### config.mk
export PLATFORM = sky130hd
export DESIGN_NAME = pulse_out
export DESIGN_NICKNAME = d
export VERILOG_FILES = /design/src/rtl/pulse_out_pkg.sv /design/src/rtl/pulse_out_sat_updown.sv /design/src/rtl/pulse_out.sv
export SDC_FILE = /design/constraint.sdc
export NUM_CORES = 1
export LEC_CHECK = 0
export ABC_AREA = 1
export CORE_MARGIN = 2
export CORE_UTILIZATION = 56
export CTS_CLUSTER_SIZE = 30
export DETAILED_ROUTE_END_ITERATION = 8
export PLACE_DENSITY = 0.77
export SLEW_MARGIN = 40
export SYNTH_ARGS = -nofsm -noshare
export SYNTH_HDL_FRONTEND = slang
export SYNTH_SLANG_ARGS = --single-unit
### constraint.sdc
create_clock -name CLK -period 2.95 [get_ports CLK]
set_input_delay 0.885 -clock CLK [delete_from_list [all_inputs] [get_ports CLK]]
set_output_delay 0.885 -clock CLK [all_outputs]
set_load 0.02 [all_outputs]
### src/rtl/pulse_out_pkg.sv
// Shared definitions for the pulse_out output stretcher: one-hot state encoding
// and the phase-counter width helper.
package pulse_out_pkg;

  localparam logic [2:0] IDLE_ENC = 3'b001;
  localparam logic [2:0] ON_ENC   = 3'b010;
  localparam logic [2:0] OFF_ENC  = 3'b100;

  // One-hot so that PIN and BUSY decode from the state register without glitches.
  typedef enum logic [2:0] {
    ST_IDLE = IDLE_ENC,
    ST_ON   = ON_ENC,
    ST_OFF  = OFF_ENC
  } state_e;

  function automatic int max_width(input int a, input int b);
    if (a > b) begin
      return a;
    end else begin
      return b;
    end
  endfunction

endpackage

### src/rtl/pulse_out_sat_updown.sv
// Saturating up/down counter; simultaneous inc and dec cancel, and the value
// never wraps in either direction.
module sat_updown #(
  parameter int W = 4
) (
  input  logic         clk_i,
  input  logic         rst_i,
  input  logic         inc_i,
  input  logic         dec_i,
  output logic [W-1:0] value_o,
  output logic         at_max_o,
  output logic         zero_o
);

  logic [W-1:0] value_q, value_d;

  assign value_o  = value_q;
  assign at_max_o = &value_q;
  assign zero_o   = (value_q == {W{1'b0}});

  // Next value with clamping at both ends.
  always_comb begin
    value_d = value_q;
    if (inc_i && !dec_i && !at_max_o) begin
      value_d = value_q + W'(1);
    end else if (dec_i && !inc_i && !zero_o) begin
      value_d = value_q - W'(1);
    end else begin
      value_d = value_q;
    end
  end

  // Counter register.
  always_ff @(posedge clk_i) begin
    if (rst_i) begin
      value_q <= {W{1'b0}};
    end else begin
      value_q <= value_d;
    end
  end

endmodule

### src/rtl/pulse_out.sv
// Turns single-cycle event strobes into pin pulses with guaranteed minimum high
// and low times; events arriving mid-pulse are queued and replayed back to back.
module pulse_out
  import pulse_out_pkg::*;
#(
  parameter int ON_BITS   = 16,
  parameter int OFF_BITS  = 16,
  parameter int PEND_BITS = 4,
  parameter int INVERT    = 0
) (
  input  logic                 CLK,
  input  logic                 RST,
  input  logic                 EV,
  output logic                 PIN,
  output logic                 BUSY,
  output logic [PEND_BITS-1:0] PEND,
  output logic                 DROP
);

  localparam int CNT_W = max_width(ON_BITS, OFF_BITS);

  state_e           state_q, state_d;
  logic [CNT_W-1:0] cnt_q, cnt_d;
  logic             drop_q, drop_d;
  logic             on_end_s, off_end_s;
  logic             inc_s, deq_s;
  logic             pend_max_s, pend_zero_s;

  assign on_end_s  = &cnt_q[ON_BITS-1:0];
  assign off_end_s = &cnt_q[OFF_BITS-1:0];

  // Phase sequencing and pending-queue control.
  always_comb begin
    state_d = state_q;
    cnt_d   = cnt_q + CNT_W'(1);
    inc_s   = 1'b0;
    deq_s   = 1'b0;
    case (state_q)
      ST_IDLE: begin
        cnt_d = {CNT_W{1'b0}};
        if (EV) begin
          state_d = ST_ON;
        end else begin
          state_d = ST_IDLE;
        end
      end
      ST_ON: begin
        inc_s = EV;
        if (on_end_s) begin
          state_d = ST_OFF;
          cnt_d   = {CNT_W{1'b0}};
        end else begin
          state_d = ST_ON;
        end
      end
      ST_OFF: begin
        if (off_end_s) begin
          cnt_d = {CNT_W{1'b0}};
          if (!pend_zero_s) begin
            // Replay a queued event; a concurrent EV takes its slot in the queue.
            state_d = ST_ON;
            deq_s   = 1'b1;
            inc_s   = EV;
          end else if (EV) begin
            state_d = ST_ON;
          end else begin
            state_d = ST_IDLE;
          end
        end else begin
          state_d = ST_OFF;
          inc_s   = EV;
        end
      end
      default: begin
        state_d = ST_IDLE;
        cnt_d   = {CNT_W{1'b0}};
      end
    endcase
    drop_d = inc_s && pend_max_s && !deq_s;
  end

  // State, phase counter and DROP registers.
  always_ff @(posedge CLK) begin
    if (RST) begin
      state_q <= ST_IDLE;
      cnt_q   <= {CNT_W{1'b0}};
      drop_q  <= 1'b0;
    end else begin
      state_q <= state_d;
      cnt_q   <= cnt_d;
      drop_q  <= drop_d;
    end
  end

  sat_updown #(
    .W (PEND_BITS)
  ) u_pend (
    .clk_i    (CLK),
    .rst_i    (RST),
    .inc_i    (inc_s),
    .dec_i    (deq_s),
    .value_o  (PEND),
    .at_max_o (pend_max_s),
    .zero_o   (pend_zero_s)
  );

  assign PIN  = (state_q == ST_ON) ^ (INVERT != 0);
  assign BUSY = (state_q != ST_IDLE);
  assign DROP = drop_q;

endmodule

* Word-level counts from Yosys, hierarchy flattened
Index checks and enable logic that the tools add are counted.
** Storage, ports and cells
- Flip-flop bits (word level) :: 24
- Bits in latches :: 0
- RAM bits :: 0
- Memory bits (read-only) :: 0
- Output and inout port bits :: 7
- Memories kept :: 0
** Cells by class
- Add/sub/neg operators :: 3
- Multipliers :: 0
- Div/mod/pow operators :: 0
- Magnitude comparators :: 0
- Equal/unequal tests :: 4
- Shifts and indexed selects :: 0
- Mux-type cells :: 13
- Bitwise gates (word level) :: 1
- Reductions and logical operators :: 16
** Operators with widths (number)
- adder 16 x 1 -> 16 bit, second input constant :: 1
- AND reduction 16 bit :: 1
- 2-to-1 mux 3 bit :: 3
- one-hot mux 3 bit (3 select lines) :: 1
- 2-to-1 mux 4 bit :: 2
- logical AND 1 bit :: 6
- 2-to-1 mux 1 bit :: 5
- adder 4 x 1 -> 4 bit, second input constant :: 1
- zero test 1 bit :: 4
- zero test 4 bit :: 1
- AND reduction 4 bit :: 1
- subtractor 4 x 1 -> 4 bit, second input constant :: 1
- == test 3 x 1 -> 1 bit, second input constant :: 1
- == test 3 x 2 -> 1 bit, second input constant :: 1
- == test 3 bit, second input constant :: 1
- != test 3 x 1 -> 1 bit, second input constant :: 1
- OR reduction 3 bit :: 1
- 2-to-1 mux 2 bit :: 1
- one-hot mux 1 bit (2 select lines) :: 1
- nonzero test 2 bit :: 1
- OR reduction 2 bit :: 1
- inverter 1 bit :: 1

* Logic depth before layout (Yosys ltp)
Gate-level depths: netlist of the first run.
- Depth after elaboration :: 9
- Depth in mapped cells :: 16
- Depth with buffers taken out :: 16

* Modules after synthesis
A second synthesis of the first run with hierarchy kept.
** Unflattened totals
- Cells, all modules :: 198
- Area total of the unflattened synthesis :: 1357.6 um^2
** Modules (own cells, without submodules)
- pulse_out :: times used 1, cells each 151, area an instance 1032.2 um^2, seq. area each 400.4 um^2
- sat_updown :: times used 1, cells each 47, area an instance 325.3 um^2, seq. area each 80.1 um^2

* Worst setup path after synthesis of the first run
No wires, ideal clock.
- Path kind :: register to register
- Start point :: register cnt_q[0]
- End point :: register u_pend.value_q[3] (netlist: u_pend.value_o[3])
- Data arrival time :: 1.981 ns
- Required time :: 2.835 ns
- Path slack :: 0.854 ns
- Stages on the path, launching flop included :: 17
- Period minus slack after synthesis :: 2.096 ns
- Path through :: dfxtp_1 -> ha_1 -> nand2_1 -> nor2_4 -> nand2_4 -> o21ai_2 -> nand2_2 -> nand4_2 -> ha_1 -> nand2_1 -> nand2_1 -> a31oi_1 -> inv_1 -> nand2_1 -> nand3_1 -> nand2_1 -> nor2_1
** Between the ends
- Word-level cells in the longest chain between the ends :: 7
- Elaborated cells on any way between the ends :: 13
** RTL lines
- start: declaration :: RTL line pulse_out.sv:23 : logic [CNT_W-1:0] cnt_q, cnt_d;
- start signal: assignment :: RTL line pulse_out.sv:86 : cnt_q <= {CNT_W{1'b0}};
- start signal: assignment :: RTL line pulse_out.sv:90 : cnt_q <= cnt_d;
- AND reduction 16 bit (*) :: RTL line pulse_out.sv:30 : assign off_end_s = &cnt_q[OFF_BITS-1:0];
- 2-to-1 mux 1 bit :: RTL line pulse_out.sv:57 : if (off_end_s) begin
- one-hot mux 1 bit (2 select lines) or 2-to-1 mux 1 bit (tied branches) :: RTL line pulse_out.sv:38 : case (state_q)
- zero test 1 bit, on equally long branches :: RTL line pulse_out_sat_updown.sv:26, pulse_out_sat_updown.sv:24
- logical AND 1 bit, on equally long branches (2 in series) :: RTL line pulse_out_sat_updown.sv:26, pulse_out_sat_updown.sv:24
- nonzero test 2 bit (no line) or 2-to-1 mux 4 bit (tied branches)
- end signal: assignment :: RTL line pulse_out_sat_updown.sv:36 : value_q <= {W{1'b0}};
- end signal: assignment :: RTL line pulse_out_sat_updown.sv:38 : value_q <= value_d;
- end: declaration :: RTL line pulse_out_sat_updown.sv:15 : logic [W-1:0] value_q, value_d;
Every way passes the cells marked *; elsewhere a longest branch is shown, timed or not.
A chain may end at the register's enable or synchronous reset.

* Final worst setup path of the first run
- Start point :: register state_q[0]
- End point :: output BUSY
** Between the ends
- Word-level cells in the longest chain between the ends :: 1
** RTL lines
- start: declaration :: RTL line pulse_out.sv:22 : state_e state_q, state_d;
- start signal: assignment :: RTL line pulse_out.sv:89 : state_q <= state_d;
- != test 3 x 1 -> 1 bit :: RTL line pulse_out.sv:108 : assign BUSY = (state_q != ST_IDLE);
- end: declaration :: RTL line pulse_out.sv:15 : output logic BUSY,
Every way passes these cells.

==> results of run 1 <==
[report_power, final]
group          switching, mW  internal, mW
clock network         0.0978         0.137
registers            0.00612         0.329
logic                 0.0324        0.0231
[layout by cell type, fill, tap and decap left out, drive strengths merged]
master         count
nor2              34
a22oi              1
clkbuf             3
ha                 3
nor3b              5
o211ai             1
bufinv             1
nand4              2
o31ai              1
nor3               5
clkinv             1
clkdlybuf4s50      9
o21a               2
inv               23
fa                 1
a31oi              3
or3b               1
dfxtp             24
o21ai              4
xor2               4
nand2             30
nor4               2
nand3              9
a21oi              5
xnor2              2
[Yosys cell counts, types with 2 or more instances]
cell type  count  area (sq um)
xor2_1         4          35.0
nor2_1        28           105
ha_1           3          37.5
nor3b_1        4          30.0
nand2_1       20          75.1
a31oi_1        3          18.8
nor2_2         2          12.5
nor3_1         4          20.0
nand3_2        2          20.0
inv_1         18          67.6
inv_2          5          18.8
nor2_4         4          45.0
nand2_2        9          56.3
o21a_1         2          15.0
xnor2_1        2          17.5
dfxtp_1       24           480
o21ai_0        3          15.0
nand3_1        7          35.0
a21oi_1        5          25.0
[logic make-up (layout without fill, tap and decap cells)]
kind of cell	Yosys count	after routing	share of synthesized area [%]
simple gates	88	88	38.4
fa+ha+maj	4	4	4.47
flops	24	24	37.3
compound gates	17	17	8.16
buf+inv	25	37	7.58
xor+xnor	6	6	4.08
[metal layers]
| metal | track usage (%) | up-vias | share of wire (%) |
|---|---|---|---|
| li1 | - | 552 | - |
| met5 | 0 | - | 0 |
| met1 | 24.5 | 488 | 47 |
| met3 | 4.02 | 6 | 1.9 |
| met4 | 9.21 | 0 | 2.0 |
| met2 | 34.6 | 11 | 49 |
[worst max path at each step]
stage	endpoint	slack, ns	start
after global routing	BUSY	0.28	state_q[0]$_SDFF_PP1_
after CTS	BUSY	0.36	state_q[0]$_SDFF_PP1_
after floorplan	u_pend.value_o[3]$_SDFFE_PP0P_	0.85	cnt_q[0]$_SDFF_PP0_
after detailed placement	u_pend.value_o[3]$_SDFFE_PP0P_	0.14	EV
after global placement	u_pend.value_o[3]$_SDFFE_PP0P_	0.26	EV
final	BUSY	0.38	state_q[0]$_SDFF_PP1_
[worst reg2reg max path: stages (launching register included)]
cell and delay, ns:
dfxtp_1 0.37, ha_1 0.17, nand2_1 0.10, nor2_4 0.18, nand2_4 0.11, o21ai_2 0.17
nand2_2 0.09, nand4_2 0.14, ha_1 0.30, nand2_1 0.08, nand2_1 0.07, a31oi_1 0.21
inv_1 0.06, nand2_1 0.09, nand3_1 0.07, nand2_1 0.06, nor2_1 0.04
[layout make-up]
class,instances,area [sq um],share of cell area (%)
Clock buffer,3,22.5,1.55
Clock inverter,1,30.0,2.06
Inverter,24,90.1,6.18
Multi-Input combinational cell,115,709,48.7
Sequential cell,24,480,33.0
Tap cell,28,35.0,2.40
Timing Repair Buffer,9,90.1,6.18
[flip-flops by register name, indices dropped and copies added, names as in the netlist]
register,cells
u_pend.value_o,4
cnt_q,16
state_q,3
DROP,1
[per-stage QoR]
step / hold slack [ns] / area [sq um] / worst slack (ns) / cells
after CTS: 0.463 / 1460 / 0.363 / 204
final: 0.456 / 1460 / 0.380 / 204
after detailed placement: 0.440 / 1410 / 0.139 / 200
after floorplan: 0.417 / 1290 / 0.854 / 164
after global placement: 0.429 / 1410 / 0.263 / 200
after global routing: 0.496 / 1460 / 0.276 / 204
==> key figures, run 1 <==
Floorplanning
  • Die area: 2700 sq um
  • Die Wd: 52.0 um
  • DIE HEIGHT: 52.0 um
  • Initial core utilization: 58.8%
  • Rows: 17
  • Core Box Area: 2190 sq um
  • Io pins: 10

Outcome
  • Status: complete, no violations

Final layout
  • Nets: 184
  • Fillcell total: 201
  • Share of layout cells above drive strength 1: 18.2%
  • Layout area overhead: 13.2%
  • Final core occ: 66.5%
  • N_diodes: 0

Worst hold path
  • Hold path endpoint: cnt_q[0]$_SDFF_PP0_
  • Hold Crit Class: register to register
  • Hold path depth: 1
  • Hold path start: cnt_q[0]$_SDFF_PP0_

Clock network
  • Clock latency on the worst-skew pair: 0.31 ns
  • Root buffer cell: clkbuf_4
  • Cts bufs inserted: 3
  • CTS tree: built
  • Cts repair resizes: 0
  • Setup Fix Bufs, Post-CTS: 0
  • Clk buf depth: 2
  • Clock sinks: 24
  • CTS Hold Bufs: 0
  • H-Tree Depth: 1
  • Clock-pin slew on the worst setup and hold paths: 0.13 ns

Synth
  • Post-synth EDFFs: 0
  • Ys async rst share: 0%
  • Main synth FF type: dfxtp_1
  • Cell variety after synth: 34
  • Post-Syn Area per Cell: 7.85 sq um
  • Synthesized area: 1290 sq um
  • Sequential share of the synthesized area: 37.3%
  • Synthesized Nets: 171
  • Flops & latches, synth: 24
  • Synthesis warning total: 0
  • Synth Instances: 164

Global route
  • GRT Residual Overflow: 0
  • First-pass GRT wire length: 4.11 mm
  • Vias in the first global route: 1022
  • Pin count of the biggest net entering global routing: 17
  • Initial antenna violation count: 0
  • GRT Util Overall: 20.4%

Setup path
  • R2r startpoint: cnt_q[0]$_SDFF_PP0_
  • CP top delay family: buffers and inverters
  • Critical Path RT: 2.07 ns
  • Reg-to-reg slack, setup: 0.56 ns
  • Worst setup path class: register to primary output
  • Worst path depth: 4
  • Slowest Stage Delay on Critical Path: 0.55 ns
  • Max FO, Critical Path: 3
  • CP max stage cell: clkdlybuf4s50_1
  • Most frequent CP cell: inv_1
  • Path depth of the worst reg2reg path: 16
  • Crit end category: primary output
  • CP startpoint kind: register
  • Critical path arrival: 1.69 ns
  • RR Endpoint: u_pend.value_o[3]$_SDFFE_PP0P_
  • Crit path cell chain: inv_1, nor3_1, inv_1, clkdlybuf4s50_1
  • Crit path buf inv count: 3

STA
  • Final min period: 2.57 ns
  • Setup violations, final: 0
  • Achievable Freq: 389 MHz
  • Setup_tns: 0 ns
  • Worst Skew: 0.00433 ns
  • Slew margin rel.: 79.2%
  • Final worst-path cycle share: 87.1%
  • RSZ-0062 raised after global routing: false
  • Slew @ Worst Pin: 0.311 ns
  • Final hold violation count: 0
  • Final slew viol count: 0

Routing
  • DRT antenna net count: 0
  • DR vias: 1057
  • Wirelength per Cell: 11.6 um
  • Drt pass-1 iters: 4
  • Drt total wl: 2.36 mm
  • Vias per cell: 5.18
  • Residual DRC count: 0
  • Iteration-0 DRC Markers: 15

Power
  • Leak: 0.565 nW
  • Max IR drop VDD: 0.000316 V
  • Pwr Total: 626 uW
  • Pwr dens: 430 nW/um^2

Placement
  • PortBufs: 9
  • Dpl hpwl: 1.73 mm
  • Placer congestion estimate: 0.818

Flow run
  • Max-Cap Viols: 0
Note: power is estimated with default switching activity, not from simulation.
==> run 2: changes to the inputs <==
--- a/config.mk
+++ b/config.mk
@@ -11,6 +11,7 @@
 export CTS_CLUSTER_SIZE = 30
 export DETAILED_ROUTE_END_ITERATION = 8
 export PLACE_DENSITY = 0.77
+export SKIP_LAST_GASP = 1
 export SLEW_MARGIN = 40
 export SYNTH_ARGS = -nofsm -noshare
 export SYNTH_HDL_FRONTEND = slang
==> results of run 2 <==
Same layout as run 1: the final DEF is identical, and so are final timing and power.
